`src/rtl/backend_pkg.sv`:
```
// backend_pkg: shared backend constants and the counter-select encoding.
package backend_pkg;
  localparam int NMODULES = 4;
  localparam int LENGTH = 128;
  localparam int CMD_LEN = 16;
  localparam int SGL_FLAG_OFFSET = 15;
  localparam int CMD_FLAG_OFFSET = 14;
  localparam logic CNT_SEL_ACCEPTED = 1'b0;
  localparam logic CNT_SEL_DROPPED = 1'b1;
endpackage

```
`src/rtl/module_data_arbiter_if.sv`:
```
// module_data_arbiter_if: channel inputs, merged output and counter readback of the arbiter.
interface module_data_arbiter_if #(
  parameter int NMODULES = backend_pkg::NMODULES,
  parameter int LENGTH = backend_pkg::LENGTH,
  parameter int CNT_WIDTH = 32,
  parameter int SRC_W = $clog2(NMODULES)
);
  logic [NMODULES-1:0] m_en;
  logic rr_mode;
  logic [NMODULES-1:0] in_valid;
  logic [NMODULES-1:0] in_ready;
  logic [LENGTH*NMODULES-1:0] in_data;
  logic out_valid;
  logic out_ready;
  logic [LENGTH-1:0] out_data;
  logic [SRC_W-1:0] out_src;
  logic [SRC_W:0] cnt_sel;
  logic cnt_clear;
  logic [CNT_WIDTH-1:0] cnt_value;
  modport master (
    output m_en, rr_mode, in_valid, in_data, out_ready, cnt_sel, cnt_clear,
    input in_ready, out_valid, out_data, out_src, cnt_value
  );
  modport slave (
    input m_en, rr_mode, in_valid, in_data, out_ready, cnt_sel, cnt_clear,
    output in_ready, out_valid, out_data, out_src, cnt_value
  );
endinterface

```
`src/rtl/rr_grant.sv`:
```
// rr_grant: combinational grant, lowest request or first request after last_grant in round-robin.
module rr_grant #(
  parameter int N = 4,
  parameter int W = $clog2(N)
) (
  input  logic [N-1:0] req,
  input  logic [W-1:0] last_grant,
  input  logic         rr_mode,
  output logic [N-1:0] grant,
  output logic [W-1:0] grant_idx
);
  always_comb begin
    grant_idx = '0;
    for (int i = N - 1; i >= 0; i--)
      if (req[i]) grant_idx = W'(i);
    for (int i = N - 1; i >= 0; i--)
      if (rr_mode && req[i] && W'(i) > last_grant) grant_idx = W'(i);
    grant = |req ? N'(1) << grant_idx : '0;
  end
endmodule

```
`src/rtl/module_data_arbiter.sv`:
```
// module_data_arbiter: registered N-channel merge with source tagging, disabled-channel drain
// and saturating per-channel accepted/dropped counters.
module module_data_arbiter
  import backend_pkg::CNT_SEL_DROPPED;
#(
  parameter int NMODULES = backend_pkg::NMODULES,
  parameter int LENGTH = backend_pkg::LENGTH,
  parameter int CNT_WIDTH = 32
) (
  input logic clk,
  input logic rst,
  module_data_arbiter_if.slave bus
);
  localparam int SRC_W = $clog2(NMODULES);
  localparam int NSEL = 1 << SRC_W;
  logic [NMODULES-1:0] elig, grant;
  logic [SRC_W-1:0] win, last_grant;
  logic slot_free, take;
  logic [NSEL-1:0] acc_inc, drp_inc;
  logic [CNT_WIDTH-1:0] acc [NSEL];
  logic [CNT_WIDTH-1:0] drp [NSEL];
  assign elig = bus.in_valid & bus.m_en;
  assign slot_free = ~bus.out_valid | bus.out_ready;
  assign take = slot_free & |elig & ~rst;
  assign bus.in_ready = ~bus.m_en | (take ? grant : '0);
  // counter banks are padded to a power of two so out-of-range selects read a constant zero
  assign acc_inc = NSEL'(take ? grant : '0);
  assign drp_inc = NSEL'(~bus.m_en & bus.in_valid);
  rr_grant #(.N(NMODULES)) u_grant (
    .req(elig),
    .last_grant(last_grant),
    .rr_mode(bus.rr_mode),
    .grant(grant),
    .grant_idx(win)
  );
  always_ff @(posedge clk) begin
    if (rst) begin
      bus.out_valid <= 1'b0;
      bus.out_data <= '0;
      bus.out_src <= '0;
      bus.cnt_value <= '0;
      last_grant <= SRC_W'(NMODULES - 1);
      for (int i = 0; i < NSEL; i++) begin
        acc[i] <= '0;
        drp[i] <= '0;
      end
    end else begin
      if (slot_free) bus.out_valid <= take;
      if (take) begin
        bus.out_data <= bus.in_data[win*LENGTH +: LENGTH];
        bus.out_src <= win;
        last_grant <= win;
      end
      bus.cnt_value <= (bus.cnt_sel[SRC_W] == CNT_SEL_DROPPED) ? drp[bus.cnt_sel[SRC_W-1:0]]
                                                              : acc[bus.cnt_sel[SRC_W-1:0]];
      for (int i = 0; i < NSEL; i++) begin
        acc[i] <= bus.cnt_clear ? '0 : acc[i] + CNT_WIDTH'(acc_inc[i] & ~&acc[i]);
        drp[i] <= bus.cnt_clear ? '0 : drp[i] + CNT_WIDTH'(drp_inc[i] & ~&drp[i]);
      end
    end
  end
endmodule

```
`src/flat_wrapper.sv`:
```
// flat-port wrapper written by rule: the top's interface ports become plain ports
module module_data_arbiter_flat import backend_pkg::CNT_SEL_DROPPED;
#(
  parameter int NMODULES = backend_pkg::NMODULES,
  parameter int LENGTH = backend_pkg::LENGTH,
  parameter int CNT_WIDTH = 32
)
  (clk, rst, bus_m_en, bus_rr_mode, bus_in_valid, bus_in_data, bus_out_ready, bus_cnt_sel, bus_cnt_clear, bus_in_ready, bus_out_valid, bus_out_data, bus_out_src, bus_cnt_value);
  module_data_arbiter_if #(.NMODULES(NMODULES), .LENGTH(LENGTH), .CNT_WIDTH(CNT_WIDTH)) bus_i ();
  input logic clk;
  input logic rst;
  input wire logic [$bits(bus_i.m_en)-1:0] bus_m_en;
  input wire logic [$bits(bus_i.rr_mode)-1:0] bus_rr_mode;
  input wire logic [$bits(bus_i.in_valid)-1:0] bus_in_valid;
  input wire logic [$bits(bus_i.in_data)-1:0] bus_in_data;
  input wire logic [$bits(bus_i.out_ready)-1:0] bus_out_ready;
  input wire logic [$bits(bus_i.cnt_sel)-1:0] bus_cnt_sel;
  input wire logic [$bits(bus_i.cnt_clear)-1:0] bus_cnt_clear;
  output wire logic [$bits(bus_i.in_ready)-1:0] bus_in_ready;
  output wire logic [$bits(bus_i.out_valid)-1:0] bus_out_valid;
  output wire logic [$bits(bus_i.out_data)-1:0] bus_out_data;
  output wire logic [$bits(bus_i.out_src)-1:0] bus_out_src;
  output wire logic [$bits(bus_i.cnt_value)-1:0] bus_cnt_value;
  assign bus_i.m_en = bus_m_en;
  assign bus_i.rr_mode = bus_rr_mode;
  assign bus_i.in_valid = bus_in_valid;
  assign bus_i.in_data = bus_in_data;
  assign bus_i.out_ready = bus_out_ready;
  assign bus_i.cnt_sel = bus_cnt_sel;
  assign bus_i.cnt_clear = bus_cnt_clear;
  assign bus_in_ready = bus_i.in_ready;
  assign bus_out_valid = bus_i.out_valid;
  assign bus_out_data = bus_i.out_data;
  assign bus_out_src = bus_i.out_src;
  assign bus_cnt_value = bus_i.cnt_value;
  module_data_arbiter #(.NMODULES(NMODULES), .LENGTH(LENGTH), .CNT_WIDTH(CNT_WIDTH)) u_core (.clk(clk), .rst(rst), .bus(bus_i));
endmodule
```
`config.mk`:
```
export PLATFORM = sky130hd
export DESIGN_NAME = module_data_arbiter_flat
export DESIGN_NICKNAME = d
export VERILOG_FILES = /design/src/rtl/backend_pkg.sv /design/src/rtl/module_data_arbiter_if.sv /design/src/rtl/rr_grant.sv /design/src/rtl/module_data_arbiter.sv /design/src/flat_wrapper.sv
export SDC_FILE = /design/constraint.sdc
export NUM_CORES = 1
export LEC_CHECK = 0
export ABC_AREA = 1
export CAP_MARGIN = 20
export CORE_AREA = 4 4 270 272
export DETAILED_ROUTE_END_ITERATION = 8
export DIE_AREA = 0 0 274 276
export PLACE_DENSITY = 0.69
export SYNTH_ARGS = -nofsm -noshare
export SYNTH_HDL_FRONTEND = slang
export SYNTH_SLANG_ARGS = --single-unit
export TNS_END_PERCENT = 20
```
`constraint.sdc`:
```
create_clock -name clk -period 7.8 [get_ports clk]
set_input_delay 1.56 -clock clk [delete_from_list [all_inputs] [get_ports clk]]
set_output_delay 1.56 -clock clk [all_outputs]
set_load 0.01 [all_outputs]
```
### Word level (Yosys, flattened, before mapping)

Memory sizes are Yosys's and may differ from the RTL's.
Cells that the tools add are included.

* register bits after elaboration: 165
* memory bits (writable): 256
* memories kept: 2

* $add $sub $neg: 8
* $lt $le $gt $ge: 4
* shift operators: 2
* muxes and demuxes: 30
* bitwise gates (word level): 25
* reductions and logical operators: 25

Memories
* u_core.acc: depth 4, width 32, read ports 5, clocked after Yosys merged registers in 0, wr ports 4, line module_data_arbiter.sv:20 `logic [CNT_WIDTH-1:0] acc [NSEL];`
* u_core.drp: depth 4, width 32, read ports 5, clocked after Yosys merged registers in 0, wr ports 4, line module_data_arbiter.sv:21 `logic [CNT_WIDTH-1:0] drp [NSEL];`

Operators with widths (number)
* 32-bit two-way mux: 17
* 512-bit by 10-bit indexed part select with 128-bit output: 1
* 32-bit adder: 8
* 32-bit AND reduction: 8
* 2-bit two-way mux: 8
* 1-bit AND: 10
* 1-bit OR: 9
* 4-bit AND: 2
* 1-bit logical AND: 8
* 1-bit logical NOT: 8
* 4-bit two-way mux: 2
* 1-bit by 2-bit > comparator with 1-bit output, first input constant: 2
* 2-bit > comparator, first input constant: 2
* 4-bit inverter: 1
* 4-bit OR: 1
* 4-bit OR reduction: 1
* 1-bit by 2-bit left shift with 4-bit output, first input constant: 1
* 1-bit two-way mux: 3
* 1-bit inverter: 2

### Depth between registers and ports, before layout

* word-level depth: 16
* gate-level depth with buffers: 25
* mapped depth without buffers: 23

### Modules after synthesis

A second synthesis with hierarchy kept.

* cell total of the unflattened synthesis: 4239
* area total of the unflattened synthesis: 25224.2 um^2

Modules (own cells, without submodules)
* module_data_arbiter: times used 1, cells each 4210, area an instance 25097.8 um^2, seq. area each 8428.1 um^2
* rr_grant: times used 1, cells each 29, area an instance 126.4 um^2, seq. area each 0.0 um^2

### Least setup slack after synthesis

No wires, ideal clock.

* path kind: in2out
* start point: input bus_in_valid[3]
* end point: output bus_in_ready[1]
* arrival time: 2583 ps
* required time: 6240 ps
* slack: 3657 ps
* stages on the path: 12
* path buffers: 2
* cells stage by stage: nand2_1 > inv_2 > nand2_1 > nand2_1 > nand2_1 > nand2_1 > nand2_2 > nand2_2 > buf_4 > buf_2 > nand3_1 > nand2_1

* cells in the longest elaborated chain, start to end: 13
* elaborated cells between the ends (all ways): 18

Ends and longest elaborated chain
* start: declaration: line flat_wrapper.sv:14 `input wire logic [$bits(bus_i.in_valid)-1:0] bus_in_valid;`
* 4-bit AND *: line module_data_arbiter.sv:22 `assign elig = bus.in_valid & bus.m_en;`
* 2-bit two-way mux (4 in a row): line rr_grant.sv:15 `if (req[i]) grant_idx = W'(i);`
* 2-bit two-way mux (4 in a row): line rr_grant.sv:17 `if (rr_mode && req[i] && W'(i) > last_grant) grant_idx = W'(i);`
* 1-bit by 2-bit left shift with 4-bit output: line rr_grant.sv:18 `grant = |req ? N'(1) << grant_idx : '0;`
* 4-bit two-way mux: line rr_grant.sv:18
* 4-bit two-way mux *: line module_data_arbiter.sv:25 `assign bus.in_ready = ~bus.m_en | (take ? grant : '0);`
* 4-bit OR *: line module_data_arbiter.sv:25
* end: declaration: line flat_wrapper.sv:19 `output wire logic [$bits(bus_i.in_ready)-1:0] bus_in_ready;`

Every way passes the cells marked *; elsewhere a longest branch is shown, timed or not.

### Worst setup path in the final report

* start point: input bus_m_en[2]
* end point: output bus_in_ready[0]

* cells in the longest elaborated chain, start to end: 12
* elaborated cells between the ends (all ways): 17

Ends and longest elaborated chain
* start: declaration: line flat_wrapper.sv:12 `input wire logic [$bits(bus_i.m_en)-1:0] bus_m_en;`
* 4-bit AND *: line module_data_arbiter.sv:22
* 2-bit two-way mux (3 in a row): line rr_grant.sv:15
* 2-bit two-way mux (4 in a row): line rr_grant.sv:17
* 1-bit by 2-bit left shift with 4-bit output: line rr_grant.sv:18
* 4-bit two-way mux: line rr_grant.sv:18
* 4-bit two-way mux *: line module_data_arbiter.sv:25
* 4-bit OR *: line module_data_arbiter.sv:25

Marked as above.

==> out/summary.txt <==
Result of the run: finished, final reports clean
Clock-pin slew of the registers on the worst-case setup and hold paths: 0.06 ns
Min Tclk post-route: 6.19 ns
CTS tree: done
Commonest register cell after synthesis: dfxtp_1
Design Area, Final: 0.0357 mm^2
Violation count after the first detailed-route iteration: 3547
Post-CTS setup-driven buffer insertion count: 0
Detailed-route wire length per cell: 23.4 um
Data required time of the critical path: 6.24 ns
CTS Sinks: 421
Highest metal used: met5
Fraction of layout instances using a drive strength above 1: 0.0305
Final period utilization: 0.793
Number of flops mapped to enable cells by yosys: 0
Wl on met1: 55.3 mm
HPWL after DPL: 110 mm
Leading cell types by count after synthesis: nand2_1 (1148), nor2_1 (617), inv_1 (449), nand3_1 (425), dfxtp_1 (421)
Worst Max-Slew Pin Slew: 1.04 ns
Count of TritonRoute iterations in the first routing pass: 6
Total die area: 0.0756 mm^2
Port buffer count: 694
Gp weighted congestion: 1.00
Count of pins on the block boundary: 695
Final Hold Vio Count: 0
Library cell used as clock root buffer: clkbuf_16
Initial antenna violation count: 33
Finish-stage setup viols: 0
Routed length on met3: 13.6 mm
Hold bufs inserted after CTS: 0
Area inside the core boundary: 0.0708 mm^2
Area share of the leading cell type in the synthesized netlist: 0.319
H-Tree Depth: 2
FF+latch count, synth: 421
Pin count of the biggest net entering global routing: 160
Finished Layout Cells: 5962
Total negative setup slack: 0 ns
Number of nets in the finished design: 5493
Num CTS Buffers: 52
Worst setup EP type: output port
Category of the most critical setup path: in2out
Maximum resistive drop on vdd: 0.159 mV
Effective utilization at floorplan: 0.374
Via count of the first global-routing pass: 29200
Row Count: 98
Synth Instances: 4402
Design Power: 6380 uW
Total wirelength of the detailed-routed design: 139 mm
RSZ-0062 raised after global routing: false
GRT overflow: 0
Aggregate global-route resource usage: 0.350
Data arrival at the endpoint of the critical path: 4.63 ns
Proportion of synthesized chip area in sequential cells: 0.319
Hold Slack: 0.463 ns
Global-route wire length before repair: 198 mm
Drc violations: 0
Placed Area: 0.0339 mm^2
Antenna-violating nets left: 0
Leakage power: 0.0139 uW
Via density: 5.34
Number of warnings printed during yosys synthesis: 0
Final count of pins violating max slew: 0
Post-cts gate resize count: 0
Number of distinct library cells after synthesis: 38
Clock Latency Late Sink: 0.63 ns
Cell type with the largest total area after synthesis: dfxtp_1
Number of instances in the placed design: 5842
Number of buffers on the longest clock path: 3
Die height: 276 um
Class of the most critical hold timing path: reg2reg
Die W: 274 um
Top cells by area in the synthesized netlist: dfxtp_1 (32%), nand2_1 (16%), nor2_1 (8.8%), nand3_1 (8.0%), a21oi_1 (6.6%)
Syn Nets: 4949
Peak fanout along the critical path: 105
Met2 WL post-DR: 62.5 mm
Startpoint Class: primary input
Relative slew margins: 0.305
Async SR Flop Fraction: 0
Power density over the cells: 179 mW/mm^2
MaxCap Viol Count: 0
Signed area change from the synthesized netlist to the final layout: 34.8%
Post-Synthesis Cell Area: 0.0265 mm^2
Post-synthesis area per instance: 6.01 um^2
Worst clock skew: 0.0358 ns
Overall via count from detail_route: 31800
Most common cell in the synthesized netlist: nand2_1
Fmax achieved: 162 MHz
per-layer routing:
layer	vias to the layer above	track usage
met3	263	0.0837
met5	-	0
li1	15400	-
met2	1555	0.547
met4	12	0.182
met1	14600	0.446
kinds of logic after synthesis:
family | Yosys count | synth area share
adders and majority gates | 19 | 0.00899
and+or+nand+nor | 2607 | 0.436
DFF | 421 | 0.319
xor gates and xnor gates | 34 | 0.0113
buffers and inverters | 688 | 0.102
AOI/OAI and AO/OA | 633 | 0.123
final cells by class:
| type | instances | area [um^2] |
|---|---|---|
| Inverter | 457 | 1730 |
| Clock buffer | 77 | 1550 |
| Antenna cell | 26 | 65.1 |
| Multi-Input combinational cell | 3293 | 15400 |
| Timing Repair Buffer | 721 | 7180 |
| Sequential cell | 421 | 8430 |
| Fill cell | 7436 | 35100 |
| Tap cell | 950 | 1190 |
| Clock inverter | 17 | 150 |
critical path, cell delays in order:
cell	delay (ns)
clkdlybuf4s50_1	0.53
nand2_1	0.09
nand2_1	0.07
nand2_1	0.04
nand2_1	0.09
nand2_4	0.22
nand2_8	0.51
nand2_4	0.34
nor2_1	0.26
nand2_1	0.23
nand2_1	0.11
clkdlybuf4s50_1	0.53
cell usage in the layout (no fill, tap or decap), types with 12 or more instances in the layout:
master	n
nand4_1	52
inv_1	448
ha_1	19
o21ai_0	226
nor3b_1	13
nor3_1	103
diode_2	26
nand3_1	425
nand3b_1	208
clkbuf_1	12
xor2_1	18
dfxtp_1	421
clkinv_2	13
clkbuf_16	54
nor2_1	617
nand2_1	1147
or2_2	16
clkdlybuf4s50_1	692
buf_4	24
xnor2_1	16
a31oi_1	38
a21oi_1	351
path summary, 6_finish.rpt:
check	slack, ns	cells after the start	startpoint	to
setup / recovery	1.61	12	bus_m_en[2]	bus_in_ready[0]
hold / removal	0.46	2	u_core.acc[2][29]$_SDFF_PP0_	u_core.acc[2][29]$_SDFF_PP0_
setup reg to reg	3.72	18	u_core.last_grant[0]$_SDFFE_PP1N_	u_core.acc[0][28]$_SDFF_PP0_
hold reg to reg	0.46	2	u_core.acc[2][29]$_SDFF_PP0_	u_core.acc[2][29]$_SDFF_PP0_
flip-flops by register name (all words and copies together) (netlist names):
name,flops
u_core.acc,128
u_core.bus.out_data,128
u_core.drp,128
u_core.bus.cnt_value,32
u_core.bus.out_src,2
u_core.last_grant,2
u_core.bus.out_valid,1
where the power goes:
| group | internal [uW] | switching, uW |
|---|---|---|
| Combinational | 664 | 870 |
| Clock | 1430 | 1040 |
| Sequential | 2280 | 93.8 |
metrics by stage:
stage,setup slack [ns],util
2_1_floorplan,3.66,-
3_3_place_gp,1.64,0.479
3_5_place_dp,1.60,0.479
4_1_cts,1.60,0.503
5_1_grt,1.36,0.504
6_report,1.61,0.504
Note: power is estimated with default switching activity, not from simulation.
